$ cat config.mk
export PLATFORM = sky130hd
export DESIGN_NAME = gpio_serial_config_loader
export DESIGN_NICKNAME = d
export VERILOG_FILES = /design/src/rtl/gpio_serial_config_loader.sv
export SDC_FILE = /design/constraint.sdc
export NUM_CORES = 1
export LEC_CHECK = 0
export BUFFER_PORTS_ARGS = -buffer_cell sky130_fd_sc_hd__buf_4
export CORE_AREA = 5 5 69 71
export CTS_CLUSTER_SIZE = 28
export DETAILED_ROUTE_END_ITERATION = 6
export DIE_AREA = 0 0 74 76
export PLACE_DENSITY_LB_ADDON = 0.3
export SLEW_MARGIN = 10
export SYNTH_ARGS = -nofsm -noshare
export SYNTH_HDL_FRONTEND = slang
export SYNTH_SLANG_ARGS = --single-unit
$ cat constraint.sdc
create_clock -name clock -period 2.5 [get_ports clock]
set_clock_uncertainty 0.2 [all_clocks]
set_input_delay 0.375 -clock clock [delete_from_list [all_inputs] [get_ports clock]]
set_output_delay 0.375 -clock clock [all_outputs]
set_load 0.01 [all_outputs]
$ cat src/rtl/gpio_serial_config_loader.sv
// -----------------------------------------------------------------------------
// gpio_serial_config_loader
//
// Loads one configuration word per digital user pad into the daisy-chained GPIO
// control-block shift chain, then strobes a parallel load. All pads therefore
// switch to their new configuration at the same time.
//
// Words are fetched from an external config register file, farthest pad first,
// and each word is shifted out MSB first. The chain receivers sample
// serial_data_out on the rising edge of serial_clock. serial_data_out only
// changes when a low phase begins, so it is stable across every rising edge.
//
// Ports:
//   clock            core clock; all logic on the rising edge
//   reset            asynchronous, active-high reset
//   xfer_start       request a full-chain load; sampled only when idle
//   xfer_abort       synchronous abort; honoured during fetch and shift only
//   cfg_addr         pad index of the word being fetched (registered)
//   cfg_data         config word for cfg_addr; captured at the end of a fetch
//   serial_clock     chain shift clock
//   serial_data_out  chain serial data
//   serial_load      chain parallel-load strobe
//   busy             transfer in progress
//   done             one-cycle pulse on successful completion
//   aborted          one-cycle pulse when an abort is taken
// -----------------------------------------------------------------------------
module gpio_serial_config_loader #(
   parameter int unsigned NUM_PADS = 27,
   parameter int unsigned CFG_BITS = 13,
   parameter int unsigned CLK_DIV  = 1,
   parameter int unsigned AW       = (NUM_PADS > 1) ? $clog2(NUM_PADS) : 1
) (
   input  logic                clock,
   input  logic                reset,
   input  logic                xfer_start,
   input  logic                xfer_abort,
   output logic [AW-1:0]       cfg_addr,
   input  logic [CFG_BITS-1:0] cfg_data,
   output logic                serial_clock,
   output logic                serial_data_out,
   output logic                serial_load,
   output logic                busy,
   output logic                done,
   output logic                aborted
);

   localparam int unsigned BW = $clog2(CFG_BITS);
   localparam int unsigned DW = (CLK_DIV > 1) ? $clog2(CLK_DIV) : 1;

   localparam logic [AW-1:0] LastPad = AW'(NUM_PADS - 1);
   localparam logic [BW-1:0] LastBit = BW'(CFG_BITS - 1);
   localparam logic [DW-1:0] LastDiv = DW'(CLK_DIV - 1);

   typedef enum logic [2:0] {
      StIdle,
      StFetch,
      StShiftLo,
      StShiftHi,
      StLoad,
      StDone
   } state_e;

   state_e state_q, state_d;

   // Datapath registers
   logic [AW-1:0]       addr_q,  addr_d;   // pad index, doubles as cfg_addr
   logic [BW-1:0]       bit_q,   bit_d;    // bits left in current word after this one
   logic [DW-1:0]       div_q,   div_d;    // cycles spent in current timed phase
   logic [CFG_BITS-1:0] shreg_q, shreg_d;

   // Output registers
   logic sclk_q,    sclk_d;
   logic sdo_q,     sdo_d;
   logic load_q,    load_d;
   logic busy_q,    busy_d;
   logic done_q,    done_d;
   logic aborted_q, aborted_d;

   logic div_last;
   logic abort_take;
   logic timed_phase;

   assign div_last    = (div_q == LastDiv);
   assign timed_phase = state_q inside {StShiftLo, StShiftHi, StLoad};

   // --------------------------------------------------------------------------
   // State register
   // --------------------------------------------------------------------------
   always_ff @(posedge clock or posedge reset) begin
      if (reset) begin
         state_q <= StIdle;
      end else begin
         state_q <= state_d;
      end
   end

   // --------------------------------------------------------------------------
   // Next-state logic
   // --------------------------------------------------------------------------
   always_comb begin
      state_d    = state_q;
      abort_take = 1'b0;
      unique case (state_q)
         StIdle: begin
            if (xfer_start) begin
               state_d = StFetch;
            end
         end
         StFetch: begin
            if (xfer_abort) begin
               state_d    = StIdle;
               abort_take = 1'b1;
            end else begin
               state_d = StShiftLo;
            end
         end
         StShiftLo: begin
            if (xfer_abort) begin
               state_d    = StIdle;
               abort_take = 1'b1;
            end else if (div_last) begin
               state_d = StShiftHi;
            end
         end
         StShiftHi: begin
            if (xfer_abort) begin
               state_d    = StIdle;
               abort_take = 1'b1;
            end else if (div_last) begin
               if (bit_q != '0) begin
                  state_d = StShiftLo;
               end else if (addr_q != '0) begin
                  state_d = StFetch;
               end else begin
                  state_d = StLoad;
               end
            end
         end
         // Once the load strobe starts the transfer is committed.
         StLoad: begin
            if (div_last) begin
               state_d = StDone;
            end
         end
         StDone: begin
            state_d = StIdle;
         end
         default: begin
            state_d = StIdle;
         end
      endcase
   end

   // --------------------------------------------------------------------------
   // Datapath next-state
   // --------------------------------------------------------------------------
   always_comb begin
      addr_d  = addr_q;
      bit_d   = bit_q;
      shreg_d = shreg_q;

      // Divider restarts on every phase change and idles at zero elsewhere.
      if (timed_phase && (state_d == state_q)) begin
         div_d = div_q + DW'(1);
      end else begin
         div_d = '0;
      end

      if (state_q == StIdle && state_d == StFetch) begin
         addr_d = LastPad;
      end

      if (state_q == StFetch && state_d == StShiftLo) begin
         shreg_d = cfg_data;
         bit_d   = LastBit;
      end

      if (state_q == StShiftHi && state_d == StShiftLo) begin
         // Rotate rather than shift; only the top bit is ever driven out,
         // and the word is reloaded before the rotated bits could reappear.
         shreg_d = {shreg_q[CFG_BITS-2:0], shreg_q[CFG_BITS-1]};
         bit_d   = bit_q - BW'(1);
      end

      if (state_q == StShiftHi && state_d == StFetch) begin
         addr_d = addr_q - AW'(1);
      end
   end

   // --------------------------------------------------------------------------
   // Output next-state: every output is registered from the next state, so
   // outputs line up with the state they describe.
   // --------------------------------------------------------------------------
   always_comb begin
      sclk_d    = (state_d == StShiftHi);
      load_d    = (state_d == StLoad);
      done_d    = (state_d == StDone);
      busy_d    = (state_d != StIdle);
      aborted_d = abort_take;

      // Data only moves when a low phase begins; fetch keeps the previous bit
      // so the stretched low phase between pads is glitch free.
      sdo_d = sdo_q;
      if (state_q == StFetch && state_d == StShiftLo) begin
         sdo_d = cfg_data[CFG_BITS-1];
      end else if (state_q == StShiftHi && state_d == StShiftLo) begin
         sdo_d = shreg_q[CFG_BITS-2];
      end else if (state_d inside {StIdle, StLoad, StDone}) begin
         sdo_d = 1'b0;
      end
   end

   // --------------------------------------------------------------------------
   // Datapath and output registers
   // --------------------------------------------------------------------------
   always_ff @(posedge clock or posedge reset) begin
      if (reset) begin
         addr_q    <= '0;
         bit_q     <= '0;
         div_q     <= '0;
         shreg_q   <= '0;
         sclk_q    <= 1'b0;
         sdo_q     <= 1'b0;
         load_q    <= 1'b0;
         busy_q    <= 1'b0;
         done_q    <= 1'b0;
         aborted_q <= 1'b0;
      end else begin
         addr_q    <= addr_d;
         bit_q     <= bit_d;
         div_q     <= div_d;
         shreg_q   <= shreg_d;
         sclk_q    <= sclk_d;
         sdo_q     <= sdo_d;
         load_q    <= load_d;
         busy_q    <= busy_d;
         done_q    <= done_d;
         aborted_q <= aborted_d;
      end
   end

   assign cfg_addr        = addr_q;
   assign serial_clock    = sclk_q;
   assign serial_data_out = sdo_q;
   assign serial_load     = load_q;
   assign busy            = busy_q;
   assign done            = done_q;
   assign aborted         = aborted_q;

endmodule

Word level (Yosys, flattened, before mapping)
Index checks and enable logic that the tools add are counted.
{ "totals": {"ff_bits": 32, "latchBits": 0, "mem_bits_rw": 0, "mem_bits_ro": 0, "out_inout_bits": 11, "word_cells": 62, "n_memories": 0} }
{ "classes": {"n_addsub": 3, "multipliers": 0, "div": 0, "magnitude_cmp": 0, "n_eq_ne": 10, "n_shift": 0, "muxes": 22, "bitwise_logic": 0, "reduce_logical": 16} }
{ "op_table": {"columns": ["cell", "count"], "rows": [
  ["$mux 13", 2],
  ["$mux 3", 8],
  ["$pmux 3 s5", 1],
  ["$eq 3x2->1 const B", 4],
  ["$reduce_bool 3->1", 4],
  ["$mux 5", 2],
  ["$eq 3x3->1 const B", 3],
  ["$mux 4", 2],
  ["$eq 3x1->1 const B", 2],
  ["$logic_not 3->1", 2],
  ["$mux 1", 6],
  ["$logic_and 1x1->1", 5],
  ["$reduce_bool 5->1", 1],
  ["$sub 5x1->5 const B", 1],
  ["$reduce_bool 2->1", 2],
  ["$reduce_bool 4->1", 1],
  ["$sub 4x1->4 const B", 1],
  ["$eq 3x3->1", 1],
  ["$reduce_or 3->1", 1],
  ["$mux 2", 1],
  ["$add 1x1->1 const B", 1]
]} }

Longest topological paths before layout
{ "logic_depth": {"depth_word": 11, "ltp_mapped": 8} }

Worst setup path before layout
Ideal clock, no wire load.
{ "synth_timing": {"kind": "reg2reg", "from": "register addr_q[0] (netlist: cfg_addr[0])", "to": "register addr_q[2] (netlist: cfg_addr[2])", "setup_ns": 0.121, "arrival_ns": 1.800, "setup_slack_ns": 0.379, "path_stages_with_launch": 9, "path_buffers": 0, "period_less_slack_ns": 2.121, "path_cell_list": "dfrtp_1 inv_1 ha_1 or4b_4 a21oi_2 o41a_4 inv_4 and3_4 a22o_1"} }
{ "synth_via": {"elab_chain_cells": 9, "word_cells_on_any_way": 12, "classes_between": "1 x add/sub; 1 x eq/ne; 6 x mux; 4 x reduce/logical"} }
{ "synth_lines": {"columns": ["item", "line", "source"], "rows": [
  ["start, declared", "66", "logic [AW-1:0] addr_q, addr_d;"],
  ["start signal, assigned", "229", "addr_q <= addr_d;"],
  ["$reduce_bool 5->1 *", "132", "end else if (addr_q != '0) begin"],
  ["$mux 3 *", "132", null],
  ["$mux 3 *", "130", "if (bit_q != '0) begin"],
  ["$mux 3 *", "129", "end else if (div_last) begin"],
  ["$mux 3 *", "126", "if (xfer_abort) begin"],
  ["$pmux 3 s5 *", "103", "unique case (state_q)"],
  ["net state_d[0]", "63", "state_e state_q, state_d;"],
  ["$eq 3x1->1 *", "169, 185", null],
  ["$logic_and 1x1->1 (on tied branches)", "185, 169", null],
  ["$mux 5 or $reduce_bool 2->1 (tied branches)", null, null]
]} }
Mark *: on every way through the listed nets, which the timed path passes. The rest lies on a longest branch.
A chain may end at the register's enable or synchronous reset.

Worst setup path in the final report
{ "layout_timing": {"from": "register bit_q[0]", "to": "register addr_q[2] (netlist: cfg_addr[2])"} }
{ "layout_via": {"elab_chain_cells": 8, "word_cells_on_any_way": 10, "classes_between": "1 x eq/ne; 5 x mux; 4 x reduce/logical"} }
{ "layout_lines": {"columns": ["item", "line", "source"], "rows": [
  ["start, declared", "67", "logic [BW-1:0] bit_q, bit_d;"],
  ["start signal, assigned", "230", "bit_q <= bit_d;"],
  ["$reduce_bool 4->1 *", "130", null],
  ["$mux 3 *", "130", null],
  ["$mux 3 *", "129", null],
  ["$mux 3 *", "126", null],
  ["$pmux 3 s5 *", "103", null],
  ["$eq 3x1->1 *", "169, 185", null],
  ["$logic_and 1x1->1 (on tied branches)", "185, 169", null],
  ["$mux 5 or $reduce_bool 2->1 (tied branches)", null, null]
]} }
Mark *: on every way between the ends. The rest lies on a longest branch, timed or not.

==> key figures <==
Pwr
  • Logic pwr share: 30.1%
  • Seq pwr share: a little under half
  • Pint: roughly 1100 uW
  • Clock power share: between 20% and 30%
  • Sw Ratio: 33.4%
  • Pwr Density: 892 mW/mm^2
  • Leakage power: ~0.0009 uW
  • Sw power: 572 uW
  • Peak supply drop: 0.000376 V

Worst setup path
  • Crit-path max cell delay: 0.41 ns
  • Crit path from: bit_q[0]
  • Setup CP Type: flop to flop
  • Arr. time, crit path: approximately 2.3 ns
  • CP max-delay cell: dfrtp_1
  • Critical path data required time: 2.48 ns
  • WP buf/inv: 1
  • Worst path cell trace: inv_1, ha_1, nor3b_2, nor3b_2, a22o_1, o311ai_1, a22o_1
  • CP Capture Type: flop
  • Crit Path Max Fanout: 8
  • Family with the most delay on the worst path: compound AO/OA/AOI/OAI gates
  • RR Startpoint: bit_q[0]
  • Critical path startpoint category: flop

Clocking
  • CTS tree: done
  • Worst-path clk slew: roughly 0.070 ns
  • CTS sink count: 32
  • CTS buffer count: 5
  • Deepest clock path buffer count: 2
  • H-tree level count: 2
  • Worst skew pair latency: 0.28 ns
  • Post-CTS setup buffers: 0
  • CTS-repair resized insts: 0
  • CTS root buffer: clkbuf_8

Timing
  • Slew Viols, Final: 0
  • Setup_tns: 0 ns
  • RSZ-0062 raised after global routing: no
  • Setup Viol. Count Final: 0
  • Highest achievable clock rate: between 0.4 and 0.5 GHz
  • Clock period minus worst slack: 2.29 ns
  • Final clock period utilization by the worst path: approximately nine tenths
  • Count of final hold-check violations: 0
  • WHS: approximately 0.16 ns

Die
  • Initial Utilization: between 30 and 40%
  • Die W: about 74 microns
  • Placeable Area: approximately 0.0042 sq mm
  • Site row count: 24
  • Ports: 28
  • Die Y-Extent: 76 microns
  • Die ar.: 0.00562 sq mm

Outcome
  • Status: complete, no violations

Final layout
  • ANT cells: 0
  • Area Growth Syn to Fin: 23.9%
  • Fillers: between 300 and 400
  • Reg area: 801 sq um
  • Final-stage net count: slightly above 200
  • Footprint of the multi-input gates: 676 sq um
  • Ratio of cells with drive above 1 in the final layout: around a quarter

Yosys
  • Net Count, Synth: 173
  • Synth cell types: between 40 and 50
  • Top post-synthesis cells by area: dfrtp_1 (52%), mux2i_1 (8.4%), nand2_1 (5.1%)
  • Register area share after synthesis: between 50% and 60%
  • Post-synth EDFFs: 0
  • Mapped Cells: about 150
  • Syn avg cell area: around 10 sq um
  • Synth Flop Type: dfrtp_1
  • Largest area contributor in the netlist: dfrtp_1
  • Yosys top cell area share: between 50% and 60%
  • Yosys warns: 0
  • Yosys reg bits: 32
  • Post-synth top cells: dfrtp_1 (32), nand2_1 (21), o21ai_1 (14)
  • Most common cell in the netlist: dfrtp_1
  • Post-Syn Area: about 0.0016 sq mm
  • Post-synthesis async set-or-reset flop share: between 90% and 100%

Global route
  • GRT overflow: 0
  • Initial antenna violation count: 0
  • Number of global-route vias before repair: around 1200
  • Pin count of the biggest net entering global routing: 33
  • All-Layer GR Usage: around an eighth
  • First-pass GRT wire length: roughly 5.4 mm

Place
  • Post-DP HPWL: 2.33 mm
  • Routability cong.: around 0.75
  • IO Port Bufs: 27

Drt
  • Drt total wl: roughly 3.2 mm
  • Routed vias: around 1200
  • Via density: 5.07
  • # DRC: 0
  • DRT Pass-1 Iters: 4
  • WL/cell: ~13 microns
  • Antenna Nets Post-Route: 0
  • 1st-iter DRT viols: 52

Hold path
  • Worst min-delay path class: input pin to flop
  • Hold path startpoint: cfg_data[7]

Run
  • Number of max-cap violations: 0
logic make-up after synthesis:
| group | share of synthesized area (%) |
|---|---|
| adder cells (fa/ha/maj) | 2.42 |
| multiplexers | 8.38 |
| other | 0.242 |
| AO/OA/AOI/OAI | 16.3 |
| AND/OR/NAND/NOR | 16.2 |
| buffers and inverters | 4.92 |
| flip-flops | 51.6 |
cell type report:
| class | count | area share, % |
|---|---|---|
| repair buffers | 33 | 13.0 |
| clock inverters | 2 | 0.520 |
| well taps | 52 | 3.38 |
| multi-input cells | 104 | 35.1 |
| clock buffers | 6 | 4.29 |
| flip-flops and latches | 32 | 41.6 |
| inverters | 10 | 2.08 |
path summary, 6_finish.rpt:
kind | endpoint | slack [ns] | cells after the start
setup / recovery | cfg_addr[2] | 0.21 | 7
hold / removal | shreg_q[7] | 0.16 | 3
setup reg to reg | cfg_addr[2] | 0.21 | 7
hold reg to reg | shreg_q[12] | 0.28 | 1
max in group asynchronous | shreg_q[5] | 1.28 | 4
min in group asynchronous | shreg_q[7] | 0.53 | 4
placed cells by master, fill, tap and decap left out, types with 2 or more instances in the layout:
cell type / instances
o21ai_1: 14
mux2i_1: 13
ha_1: 3
o21ai_0: 5
clkinv_2: 2
dfrtp_1: 32
inv_1: 9
nor3_1: 4
nor3b_2: 2
buf_4: 32
nand2_1: 21
a21oi_1: 2
a31oi_1: 6
nor3b_1: 2
nor2_1: 8
clkbuf_8: 6
a22o_1: 2
metrics by stage:
stage	total power [uW]	std cells	utilization (%)	setup WS, ns	area (sq um)
finish	1720	239	46.1	0.206	1920
global route	1840	239	46.1	0.0829	1920
CTS	1730	239	46.1	0.200	1920
detailed placement	1320	230	43.6	0.209	1820
global placement	1280	230	43.6	0.339	1820
floorplan	1150	153	-	0.379	1550
flip-flops by register name (all words and copies together) (netlist names):
name / cells
shreg_q: 13
cfg_addr: 5
bit_q: 4
state_q: 3
aborted: 1
busy: 1
div_q: 1
done: 1
serial_clock: 1
serial_data_out: 1
serial_load: 1
worst register-to-register path: stages, from the launching register on:
cell	delay, ns
dfrtp_1	0.41
inv_1	0.08
ha_1	0.18
nor3b_2	0.25
nor3b_2	0.31
a22o_1	0.35
o311ai_1	0.16
a22o_1	0.25
power groups by stage:
stage               clock (uW)  combinational, uW  sequential (uW)
global placement             0                489              790
finish                     408                516              792
global route               439                582              814
detailed placement           0                519              801
CTS                        417                524              792
floorplan                    0                369              781
repair_timing:
action	4_1_cts	5_1_grt
endpoints found under the setup margin	0	0
hold buffers	1	0
endpoints found under the hold margin	32	0
metal layers:
metal  track usage, %  share of wire [%]
met1             15.2                 44
met3             3.17                3.5
met5                0                  0
met2             19.0                 50
met4             7.61                1.8
No activity file was read; power rests on OpenSTA's default activity.
